File: config.mk
export PLATFORM = sky130hd
export DESIGN_NAME = eq_band_mixer
export DESIGN_NICKNAME = d
export VERILOG_FILES = /design/src/rtl/eq_band_mixer.sv
export SDC_FILE = /design/constraint.sdc
export NUM_CORES = 1
export LEC_CHECK = 0
export ABC_AREA = 1
export CAP_MARGIN = 15
export CORE_MARGIN = 4
export CORE_UTILIZATION = 33
export CTS_BUF_LIST = sky130_fd_sc_hd__clkbuf_16
export DETAILED_ROUTE_END_ITERATION = 6
export SETUP_SLACK_MARGIN = 0.02
export SLEW_MARGIN = 40
export SYNTH_ARGS = -nofsm -noshare
export SYNTH_HDL_FRONTEND = slang
export SYNTH_SLANG_ARGS = --single-unit
File: constraint.sdc
create_clock -name clock_50 -period 10.64 [get_ports clock_50]
set_input_delay 2.128 -clock clock_50 [delete_from_list [all_inputs] [get_ports clock_50]]
set_output_delay 2.128 -clock clock_50 [all_outputs]
set_load 0.03 [all_outputs]
File: src/rtl/eq_band_mixer.sv
// Equalizer band mixer: applies Q2.14 gains to the low, mid and high band samples and sums them.
// A single shared multiplier handles the three bands in turn, then the sum is rounded and saturated.
module eq_band_mixer #(
  parameter int unsigned DATA_W    = 16,
  parameter int unsigned GAIN_W    = 16,
  parameter int unsigned FRAC_BITS = 14,
  parameter int unsigned ACC_W     = 34
) (
  input  logic                     clock_50,
  input  logic                     reset_n,
  input  logic                     sample_strobe,
  input  logic signed [DATA_W-1:0] low_in,
  input  logic signed [DATA_W-1:0] mid_in,
  input  logic signed [DATA_W-1:0] high_in,
  input  logic signed [GAIN_W-1:0] gain_low,
  input  logic signed [GAIN_W-1:0] gain_mid,
  input  logic signed [GAIN_W-1:0] gain_high,
  output logic signed [DATA_W-1:0] dout,
  output logic                     dout_valid,
  output logic                     busy,
  output logic                     overrun,
  output logic                     sat
);

  localparam int unsigned PROD_W = DATA_W + GAIN_W;

  localparam logic signed [ACC_W-1:0] MaxOut =
      {{(ACC_W - DATA_W + 1){1'b0}}, {(DATA_W - 1){1'b1}}};
  localparam logic signed [ACC_W-1:0] MinOut = ~MaxOut;
  // Half an output LSB, so the arithmetic shift rounds half-up
  localparam logic signed [ACC_W-1:0] RoundBias =
      {{(ACC_W - 1){1'b0}}, 1'b1} << (FRAC_BITS - 1);

  typedef enum logic [2:0] {
    StIdle,
    StMulL,
    StMulM,
    StMulH,
    StSat
  } state_e;

  state_e state_q, state_d;

  logic signed [DATA_W-1:0] low_q, mid_q, high_q;
  logic signed [GAIN_W-1:0] gain_low_q, gain_mid_q, gain_high_q;

  logic signed [DATA_W-1:0] mul_a;
  logic signed [GAIN_W-1:0] mul_b;
  logic signed [PROD_W-1:0] prod;
  logic signed [ACC_W-1:0]  prod_ext;
  logic signed [ACC_W-1:0]  acc_q, acc_d;
  logic signed [ACC_W-1:0]  rounded;

  logic signed [DATA_W-1:0] dout_q, dout_d;
  logic                     valid_q, valid_d;
  logic                     sat_q, sat_d;
  logic                     busy_q;
  logic                     overrun_q;
  logic                     capture;

  assign capture = (state_q == StIdle) && sample_strobe;

  // Operands are taken from the captured copies so input changes mid-mix are ignored
  always_ff @(posedge clock_50 or negedge reset_n) begin
    if (!reset_n) begin
      low_q       <= '0;
      mid_q       <= '0;
      high_q      <= '0;
      gain_low_q  <= '0;
      gain_mid_q  <= '0;
      gain_high_q <= '0;
    end else if (capture) begin
      low_q       <= low_in;
      mid_q       <= mid_in;
      high_q      <= high_in;
      gain_low_q  <= gain_low;
      gain_mid_q  <= gain_mid;
      gain_high_q <= gain_high;
    end
  end

  always_comb begin
    mul_a = '0;
    mul_b = '0;
    unique case (state_q)
      StMulL: begin
        mul_a = low_q;
        mul_b = gain_low_q;
      end
      StMulM: begin
        mul_a = mid_q;
        mul_b = gain_mid_q;
      end
      StMulH: begin
        mul_a = high_q;
        mul_b = gain_high_q;
      end
      default: ;
    endcase
  end

  assign prod     = mul_a * mul_b;
  assign prod_ext = {{(ACC_W - PROD_W){prod[PROD_W-1]}}, prod};

  always_comb begin
    rounded = (acc_q + RoundBias) >>> FRAC_BITS;
  end

  always_comb begin
    state_d = state_q;
    acc_d   = acc_q;
    dout_d  = dout_q;
    valid_d = 1'b0;
    sat_d   = 1'b0;
    unique case (state_q)
      StIdle: begin
        if (sample_strobe) begin
          state_d = StMulL;
        end
      end
      StMulL: begin
        acc_d   = prod_ext;
        state_d = StMulM;
      end
      StMulM: begin
        acc_d   = acc_q + prod_ext;
        state_d = StMulH;
      end
      StMulH: begin
        acc_d   = acc_q + prod_ext;
        state_d = StSat;
      end
      StSat: begin
        valid_d = 1'b1;
        state_d = StIdle;
        if (rounded > MaxOut) begin
          dout_d = MaxOut[DATA_W-1:0];
          sat_d  = 1'b1;
        end else if (rounded < MinOut) begin
          dout_d = MinOut[DATA_W-1:0];
          sat_d  = 1'b1;
        end else begin
          dout_d = rounded[DATA_W-1:0];
        end
      end
      default: begin
        state_d = StIdle;
      end
    endcase
  end

  always_ff @(posedge clock_50 or negedge reset_n) begin
    if (!reset_n) begin
      state_q   <= StIdle;
      acc_q     <= '0;
      dout_q    <= '0;
      valid_q   <= 1'b0;
      sat_q     <= 1'b0;
      busy_q    <= 1'b0;
      overrun_q <= 1'b0;
    end else begin
      state_q   <= state_d;
      acc_q     <= acc_d;
      dout_q    <= dout_d;
      valid_q   <= valid_d;
      sat_q     <= sat_d;
      busy_q    <= (state_d != StIdle);
      // Strobes outside IDLE are dropped, not queued
      overrun_q <= sample_strobe && (state_q != StIdle);
    end
  end

  assign dout       = dout_q;
  assign dout_valid = valid_q;
  assign sat        = sat_q;
  assign busy       = busy_q;
  assign overrun    = overrun_q;

endmodule

==> impl_summary.log, run 1 <==
[metrics] most frequent cell after synthesis: sky130_fd_sc_hd__nand2_1
[metrics] number of enable-type register cells in the synthesized netlist: 0
[metrics] WL per Instance: 16.0 microns
[metrics] synthesized-area fraction occupied by ao, oa, aoi and oai cells: 0.0547
[metrics] part of the cycle the worst path needs: 0.908
[metrics] wire length of the first global-routing pass: 91.9 mm
[metrics] fraction of the mapped netlist area in adder cells: 0.334
[metrics] CTS buffer count: 17
[metrics] worst-path maximum fanout: 31
[metrics] number of search-and-repair iterations in the first detailed-routing pass: 5
[metrics] Vias per Instance: between 4 and 5
[metrics] CTS tree: built
[metrics] post-synthesis mux area share: 0.0526
[metrics] Die ar.: 65000 sq um
[metrics] primary flip-flop cell chosen by synthesis mapping: sky130_fd_sc_hd__dfrtp_1
[metrics] DRC violations left: 0
[metrics] Core Box Area: 60400 sq um
[metrics] arrival time reported for the critical path endpoint: between 10000 and 15000 ps
[metrics] clock period minus worst slack: 9660 ps
[metrics] startpoint of the most critical hold path: high_q[10]
[metrics] final estimated routing congestion in global placement: 0.945
[metrics] placed cell areas: 22100 sq um
[metrics] share of synthesized flip-flops with an asynchronous set or reset: 1.00
[metrics] cell type with the highest aggregate area in the netlist: sky130_fd_sc_hd__fa_1
[metrics] Yosys reg bits: between 150 and 200
[metrics] worst min-delay path category: reg2reg
[metrics] Final nets: 3147
[metrics] Critical R2R Capture: acc_q[24]
[metrics] Clock Path Buffers: 2
[metrics] critical path launch point type: register
[metrics] vias: 16400
[metrics] H-tree Lvls: 4
[metrics] total of fill cells in the finished design: 6277
[metrics] simple-gate share of the synthesized area: 0.223
[metrics] area share of the leading cell type in the synthesized netlist: 0.261
[metrics] count of final hold-check violations: 0
[metrics] largest net degree at the start of global routing: 78
[metrics] clock latency on the worst-skew pair: 490 ps
[metrics] number of cells on the worst reg-to-reg path: 39
[metrics] synthesized area per cell: 7.81 sq um
[metrics] Post-DRT Antenna Nets: 0
[metrics] half-perimeter wire length of the detailed placement result: 45.5 mm
[metrics] most frequent cells after synthesis: sky130_fd_sc_hd__nand2_1, sky130_fd_sc_hd__inv_1, sky130_fd_sc_hd__fa_1
[metrics] category of the most critical setup path: reg2reg
[metrics] delay contributed by the slowest stage of the critical path: approximately 580 ps
[metrics] initial antenna violation count: 0
[metrics] antenna fix cells: 0
[metrics] Worst slew margin: 0.436
[metrics] post-synthesis share of cell area spent on xor and xnor gates: 0.0169
[metrics] CTS Hold Buffers Added: 0
[metrics] Max Slew Vio Count: 0
[metrics] Synth warnings: 0
[metrics] Hold Crit Depth: 1
[metrics] residual overflow from global routing: 0
[metrics] Std-Cell Rows: 90
[metrics] area added between synthesis and finish: 12.8%
[metrics] die height: 255 microns
[metrics] total wire length: 55.6 mm
[metrics] sequential cell area fraction in the yosys report: 0.190
[metrics] area of combinational cells with multiple inputs: 13700 sq um
[metrics] result of the run: finished clean
[metrics] clock tree root buffer cell: sky130_fd_sc_hd__clkbuf_16
[metrics] largest family of logic cells by synthesized area: adder cells
[metrics] Least-Margin Pin Slew: 844 ps
[metrics] setup repair after global routing missed its margin: no
[metrics] worst clock skew: 17.4 ps
[metrics] Hold Path Sink: high_q[10]
[metrics] port bufs: 118
[metrics] die width: ~260 microns
[metrics] synthesized instance count: 2580
[metrics] count of distinct cell types in the synthesized netlist: 48
[metrics] max-capacitance violation count: 0
[metrics] share of post-route cells with drive strength above 1: 0.0806
[metrics] number of gates resized after cts: 0
[metrics] source of the worst register-to-register timing path: state_q[2]
[metrics] effective utilization at floorplan: 0.334
[metrics] final count of negative-setup-slack endpoints: 0
[metrics] worst-case register-to-register setup slack: 980 ps
[metrics] Synth Net Count: roughly 3100
[metrics] vias in the first global route: 17000
[metrics] CP Capture Type: register
[metrics] largest delay contributor family on the critical path: adder cells
[metrics] FF+latch area: 3830 sq um
[metrics] cell area after layout: 22700 sq um
[metrics] top cells by area in the synthesized netlist: sky130_fd_sc_hd__fa_1, sky130_fd_sc_hd__dfrtp_1, sky130_fd_sc_hd__nand2_1
[metrics] count of buffering cells on the critical path with inverters included: 8
[metrics] upper clock frequency limit: 0.104 GHz
[metrics] clock transition at the registers of the reported paths: 80 ps
[metrics] count of clock tree sinks: 153
[metrics] total I/O pin count: 119
[metrics] Setup TNS: 0 ps
[metrics] slowest cell on the critical path: sky130_fd_sc_hd__fa_1
[metrics] Starting DRT DRC Count: 1201
[metrics] synthesized cell area: between 20000 and 25000 sq um
[metrics] number of setup buffers added after CTS: 0
[metrics] CP required: 11000 ps
[metrics] Tot GR Track Use: 0.181
[metrics] critical path's most frequent cell: sky130_fd_sc_hd__nand2_1
[per-stage QoR]
step / hold slack (ps) / std cells / utilization / setup slack, ps
after floorplan: 472 / 2580 / - / 3010
after global placement: 480 / 3430 / 0.366 / 1090
after detailed placement: 486 / 3431 / 0.366 / 1080
after CTS: 504 / 3463 / 0.376 / 1050
after global routing: 509 / 3463 / 0.376 / 333
final: 504 / 3463 / 0.376 / 982
[worst register-to-register path, delay by kind of cell (launching register included)]
| family | cells | cell delay, ps |
|---|---|---|
| compound gates | 5 | 890 |
| flops | 1 | 440 |
| simple gates | 18 | 2760 |
| buf+inv | 8 | 1690 |
| fa+ha+maj | 8 | 3770 |
[how the worst max path moves through the flow]
stage	startpoint	end	slack, ps	cells past startpoint
after floorplan	state_q[2]	acc_q[29]	3010	37
after global placement	state_q[2]	acc_q[24]	1090	39
after detailed placement	state_q[2]	acc_q[24]	1080	39
after CTS	state_q[2]	acc_q[24]	1050	39
after global routing	state_q[2]	acc_q[33]	330	39
final	state_q[2]	acc_q[24]	980	39
[flip-flops by register name (all words and copies together) (netlist names)]
name and flops:
low_q 16, gain_mid_q 16, dout_valid 1, acc_q 34, busy 1, dout 16, mid_q 16, sat 1
gain_low_q 16, state_q 3, gain_high_q 16, high_q 16, overrun 1
[layer usage]
metal / vias to the layer above / GRT usage / share of wire
met5: - / 0 / 0
met4: 0 / 0.0557 / 0.025
met3: 65 / 0.0263 / 0.049
met2: 370 / 0.304 / 0.48
met1: 8012 / 0.243 / 0.45
li1: 7937 / - / -
[cell families (layout without fill, tap and decap cells)]
kind of cell,count (synthesis),after routing
AOI/OAI and AO/OA,187,187
xor gates and xnor gates,38,38
adders and majority gates,380,380
buffers and inverters,661,762
DFF,153,153
muxes,94,94
and+or+nand+nor,1067,1067
[final cells by class]
class | instances | area share
repair buffers | 135 | 0.0593
clock inverters | 15 | 0.00683
flip-flops and latches | 153 | 0.169
inverters | 595 | 0.0983
well taps | 782 | 0.0431
clock buffers | 17 | 0.0187
multi-input cells | 1766 | 0.605
[cell usage in the layout (no fill, tap or decap), drive strengths merged, types with 7 or more instances in the layout]
cell and instances:
nand3b 7, ha 117, o21bai 14, nand3 125, clkbuf 17, or2 19
fa 263, buf 18, o21ai 40, nand2 717, dfrtp 153, inv 603
nor2 145, a21oi 100, a21o 10, nand4 21, and2 10, xnor2 13
mux2 94, xor2 25, nor3 20, clkdlybuf4s50 117
Power of run 1 is not shown: default switching activity piles up to over one toggle a cycle in this logic, so the estimate is an artifact.
==> run 2: changes to the inputs <==
--- a/config.mk
+++ b/config.mk
@@ -7,7 +7,7 @@
 export LEC_CHECK = 0
 export ABC_AREA = 1
 export CAP_MARGIN = 15
-export CORE_MARGIN = 4
+export CORE_MARGIN = 3
 export CORE_UTILIZATION = 33
 export CTS_BUF_LIST = sky130_fd_sc_hd__clkbuf_16
 export DETAILED_ROUTE_END_ITERATION = 6
==> impl_summary.log, run 2 (same netlist as run 1, synthesis figures left out) <==
[metrics] WL per Instance: 16.2 microns
[metrics] number of flip-flops in the largest register: 34
[metrics] critical path's most frequent cell: sky130_fd_sc_hd__nand2_1
[metrics] Tot GR Track Use: 0.184
[metrics] clock tree root buffer cell: sky130_fd_sc_hd__clkbuf_16
[metrics] result of the run: finished clean
[metrics] Final nets: 3142
[metrics] Worst slew margin: 0.408
[metrics] wire length of the first global-routing pass: 92.0 mm
[metrics] number of setup buffers added after CTS: 0
[metrics] total of fill cells in the finished design: 6221
[metrics] area added between synthesis and finish: 12.8%
[metrics] Starting DRT DRC Count: about 960
[metrics] category of the most critical setup path: reg2reg
[metrics] Die ar.: ~64000 sq um
[metrics] FF+latch area: 3830 sq um
[metrics] clock transition at the registers of the reported paths: 70 ps
[metrics] vias in the first global route: ~17000
[metrics] worst clock skew: 11.8 ps
[metrics] Critical R2R Capture: acc_q[33]
[metrics] vias: around 16000
[metrics] worst-case register-to-register setup slack: 960 ps
[metrics] Vias per Instance: around 4.8
[metrics] Core Box Area: 59700 sq um
[metrics] CP required: 11000 ps
[metrics] CP Capture Type: register
[metrics] DRC violations left: 0
[metrics] most frequent standard cell in the layout excluding fill and tap cells: sky130_fd_sc_hd__nand2_1
[metrics] largest net degree at the start of global routing: 100
[metrics] number of gates resized after cts: 0
[metrics] delay contributed by the slowest stage of the critical path: 680 ps
[metrics] max-capacitance violation count: 0
[metrics] worst min-delay path category: reg2reg
[metrics] arrival time reported for the critical path endpoint: 10040 ps
[metrics] end point of the critical path: acc_q[33]
[metrics] die width: 253 microns
[metrics] CTS Hold Buffers Added: 0
[metrics] residual overflow from global routing: 0
[metrics] total wire length: 55.8 mm
[metrics] count of clock tree sinks: roughly 150
[metrics] CTS tree: built
[metrics] most frequent cells in the layout: sky130_fd_sc_hd__nand2_1, sky130_fd_sc_hd__inv_1, sky130_fd_sc_hd__fa_1
[metrics] source of the worst register-to-register timing path: state_q[2]
[metrics] critical path launch point type: register
[metrics] number of search-and-repair iterations in the first detailed-routing pass: 5
[metrics] port bufs: 118
[metrics] Std-Cell Rows: 89
[metrics] Max Slew Vio Count: 0
[metrics] upper clock frequency limit: between 0.1 and 0.15 GHz
[metrics] half-perimeter wire length of the detailed placement result: 45.3 mm
[metrics] effective utilization at floorplan: 0.337
[metrics] Least-Margin Pin Slew: about 890 ps
[metrics] most flop-heavy register: acc_q
[metrics] H-tree Lvls: 4
[metrics] Setup TNS: 0 ps
[metrics] setup repair after global routing missed its margin: no
[metrics] total I/O pin count: 119
[metrics] clock latency on the worst-skew pair: between 400 and 500 ps
[metrics] CTS buffer count: 17
[metrics] CP startpoint: state_q[2]
[metrics] part of the cycle the worst path needs: 0.910
[metrics] slowest cell on the critical path: sky130_fd_sc_hd__nand3_1
[metrics] Post-DRT Antenna Nets: 0
[metrics] initial antenna violation count: 1
[metrics] count of final hold-check violations: 0
[metrics] Clock Path Buffers: 2
[metrics] placed cell areas: 22000 sq um
[metrics] clock period minus worst slack: 9680 ps
[metrics] worst-path maximum fanout: 24
[metrics] area of combinational cells with multiple inputs: about 14000 sq um
[metrics] die height: 253 microns
[metrics] share of post-route cells with drive strength above 1: 0.0800
[metrics] final estimated routing congestion in global placement: between 0.9 and 1
[metrics] cell area after layout: 22700 sq um
[metrics] number of cells on the worst reg-to-reg path: 39
[metrics] final count of negative-setup-slack endpoints: 0
[run 2: cell count changes in the layout (fill, tap and decap cells not counted), sizes merged]
cell / before / now
bufinv: 1 / 3
diode: 0 / 1
buf: 18 / 13
inv: 603 / 602
clkinvlp: 1 / 0
[run 2: layout make-up]
type                    instances  share of cell area
clock inverters                15             0.00898
inverters                     595              0.0983
well taps                     773              0.0426
clock buffers                  17              0.0187
repair buffers                130              0.0572
flip-flops and latches        153               0.169
multi-input cells            1766               0.605
diodes                          1            0.000110
[run 2: metrics by stage]
step	util	setup WS, ps	hold WS (ps)	cells
3_5_place_dp	0.369	1120	489	3416
6_report	0.381	957	498	3450
2_1_floorplan	-	3010	472	2580
5_1_grt	0.381	220	516	3450
3_3_place_gp	0.369	1150	477	3416
4_1_cts	0.380	1070	505	3448
[run 2: layer usage]
metal  track usage  vias to the layer above  part of all wire
li1              -                     7926                 -
met1         0.245                     8063              0.45
met2         0.312                      369              0.48
met3        0.0274                       64             0.049
met4        0.0484                        0             0.020
met5             0                        -                 0
[run 2: how the worst min path moves through the flow]
stage | endpoint | startpoint | cells past startpoint
4_1_cts | dout[15] | dout[15] | 2
3_3_place_gp | dout[15] | dout[15] | 2
5_1_grt | mid_q[6] | mid_q[6] | 1
6_report | dout[15] | dout[15] | 2
2_1_floorplan | acc_q[2] | acc_q[2] | 2
3_5_place_dp | dout[15] | dout[15] | 2
[run 2: worst max-delay path, delay by kind of cell, from the launching register on]
kind / cells / cell delay (ps)
and+or+nand+nor: 24 / 4410
adders and majority gates: 8 / 3950
buffers and inverters: 7 / 720
DFF: 1 / 440
Power of run 2 is left out for the same reason.
==> run 3: changes to the inputs <==
--- a/config.mk
+++ b/config.mk
@@ -11,6 +11,7 @@
 export CORE_UTILIZATION = 33
 export CTS_BUF_LIST = sky130_fd_sc_hd__clkbuf_16
 export DETAILED_ROUTE_END_ITERATION = 6
+export PLACE_DENSITY = 0.56
 export SETUP_SLACK_MARGIN = 0.02
 export SLEW_MARGIN = 40
 export SYNTH_ARGS = -nofsm -noshare
==> impl_summary.log, run 3 (same netlist as run 1, synthesis figures left out) <==
[metrics] CTS tree: built
[metrics] Die ar.: 64000 sq um
[metrics] most flop-heavy register: acc_q
[metrics] worst-case register-to-register setup slack: 780 ps
[metrics] H-tree Lvls: 4
[metrics] critical path launch point type: register
[metrics] area added between synthesis and finish: 12.9%
[metrics] delay contributed by the slowest stage of the critical path: 640 ps
[metrics] vias in the first global route: 17500
[metrics] CP required: 11000 ps
[metrics] Hold Slack: 506 ps
[metrics] total I/O pin count: 119
[metrics] CP Capture Type: register
[metrics] Vias per Instance: between 4 and 5
[metrics] critical path's most frequent cell: sky130_fd_sc_hd__nand2_1
[metrics] category of the most critical setup path: reg2reg
[metrics] wire length of the first global-routing pass: 97.3 mm
[metrics] number of setup buffers added after CTS: 0
[metrics] die height: 253 microns
[metrics] worst min-delay path category: reg2reg
[metrics] worst clock skew: 22.0 ps
[metrics] final setup slack of the worst path: between 700 and 800 ps
[metrics] arrival time reported for the critical path endpoint: 10210 ps
[metrics] Final nets: 3150
[metrics] most frequent cells in the layout: sky130_fd_sc_hd__nand2_1, sky130_fd_sc_hd__inv_1, sky130_fd_sc_hd__fa_1
[metrics] die width: 253 microns
[metrics] Clock Path Buffers: 2
[metrics] total of fill cells in the finished design: 6224
[metrics] Least-Margin Pin Slew: 868 ps
[metrics] final estimated routing congestion in global placement: 0.920
[metrics] total wire length: 59.7 mm
[metrics] number of cells on the worst reg-to-reg path: 37
[metrics] Worst slew margin: 0.420
[metrics] part of the cycle the worst path needs: 0.926
[metrics] setup repair after global routing missed its margin: no
[metrics] Post-DRT Antenna Nets: 0
[metrics] vias: 16900
[metrics] startpoint of the most critical hold path: mid_q[5]
[metrics] Starting DRT DRC Count: 1126
[metrics] antenna fix cells: 0
[metrics] share of post-route cells with drive strength above 1: 0.0827
[metrics] number of gates resized after cts: 0
[metrics] count of final hold-check violations: 0
[metrics] effective utilization at floorplan: 0.337
[metrics] count of clock tree sinks: 153
[metrics] final count of negative-setup-slack endpoints: 0
[metrics] Std-Cell Rows: 89
[metrics] clock tree root buffer cell: sky130_fd_sc_hd__clkbuf_16
[metrics] clock transition at the registers of the reported paths: 70 ps
[metrics] clock period minus worst slack: 9860 ps
[metrics] Critical R2R Capture: acc_q[33]
[metrics] number of search-and-repair iterations in the first detailed-routing pass: 6
[metrics] number of flip-flops in the largest register: 34
[metrics] result of the run: finished clean
[metrics] initial antenna violation count: 0
[metrics] Hold Path Sink: mid_q[5]
[metrics] Hold Crit Depth: 1
[metrics] WL per Instance: 17.3 microns
[metrics] residual overflow from global routing: 0
[metrics] dpl ws: 809 ps
[metrics] half-perimeter wire length of the detailed placement result: a little under 50 mm
[metrics] CTS buffer count: 17
[metrics] Tot GR Track Use: 0.196
[metrics] worst-path maximum fanout: 16
[metrics] most frequent standard cell in the layout excluding fill and tap cells: sky130_fd_sc_hd__nand2_1
[metrics] Core Box Area: 59700 sq um
[metrics] largest net degree at the start of global routing: 94
[metrics] clock latency on the worst-skew pair: ~480 ps
[metrics] CTS Hold Buffers Added: 0
[metrics] max-capacitance violation count: 0
[metrics] Setup TNS: 0 ps
[metrics] DRC violations left: 0
[metrics] source of the worst register-to-register timing path: state_q[2]
[metrics] port bufs: 118
[metrics] upper clock frequency limit: 0.101 GHz
[metrics] slowest cell on the critical path: sky130_fd_sc_hd__nor2_2
[metrics] Max Slew Vio Count: 0
-- run 3: how the worst max path moves through the flow --
stage / to / depth (start not counted) / startpoint
4_1_cts: acc_q[29] / 36 / state_q[2]
5_1_grt: acc_q[33] / 37 / state_q[2]
3_5_place_dp: acc_q[29] / 36 / state_q[2]
2_1_floorplan: acc_q[29] / 37 / state_q[2]
6_report: acc_q[33] / 37 / state_q[2]
3_3_place_gp: acc_q[29] / 36 / state_q[2]
-- run 3: metal layers --
| metal | vias to the layer above | share of wire | GRT usage |
|---|---|---|---|
| met5 | - | 0 | 0 |
| met4 | 0 | 0.013 | 0.0387 |
| met3 | 43 | 0.059 | 0.0327 |
| met2 | 440 | 0.47 | 0.319 |
| met1 | 8421 | 0.46 | 0.278 |
| li1 | 7952 | - | - |
-- run 3: worst max-delay path, delay by kind of cell (launching register included) --
| family | cells | cell delay, ps |
|---|---|---|
| AO/OA/AOI/OAI | 3 | 870 |
| adder cells (fa/ha/maj) | 8 | 3910 |
| buffers and inverters | 5 | 670 |
| flip-flops | 1 | 440 |
| AND/OR/NAND/NOR | 21 | 3840 |
-- run 3: final cells by class --
class / count / area, sq um / share of cell area
Clock inverter: 15 / 173 / 0.00759
Clock buffer: 17 / 425 / 0.0187
Sequential cell: 153 / 3830 / 0.168
Timing Repair Buffer: 138 / 1360 / 0.0599
Inverter: 595 / 2230 / 0.0982
Multi-Input combinational cell: 1766 / 13700 / 0.605
Tap cell: 773 / 967 / 0.0425
-- run 3: through the flow --
stage                      util  instance area, sq um  instances
after floorplan               -                 20100       2580
after global placement    0.370                 22100       3424
after detailed placement  0.370                 22100       3424
after CTS                 0.380                 22700       3456
after global routing      0.381                 22700       3457
final                     0.381                 22700       3457
Power of run 3 is left out for the same reason.
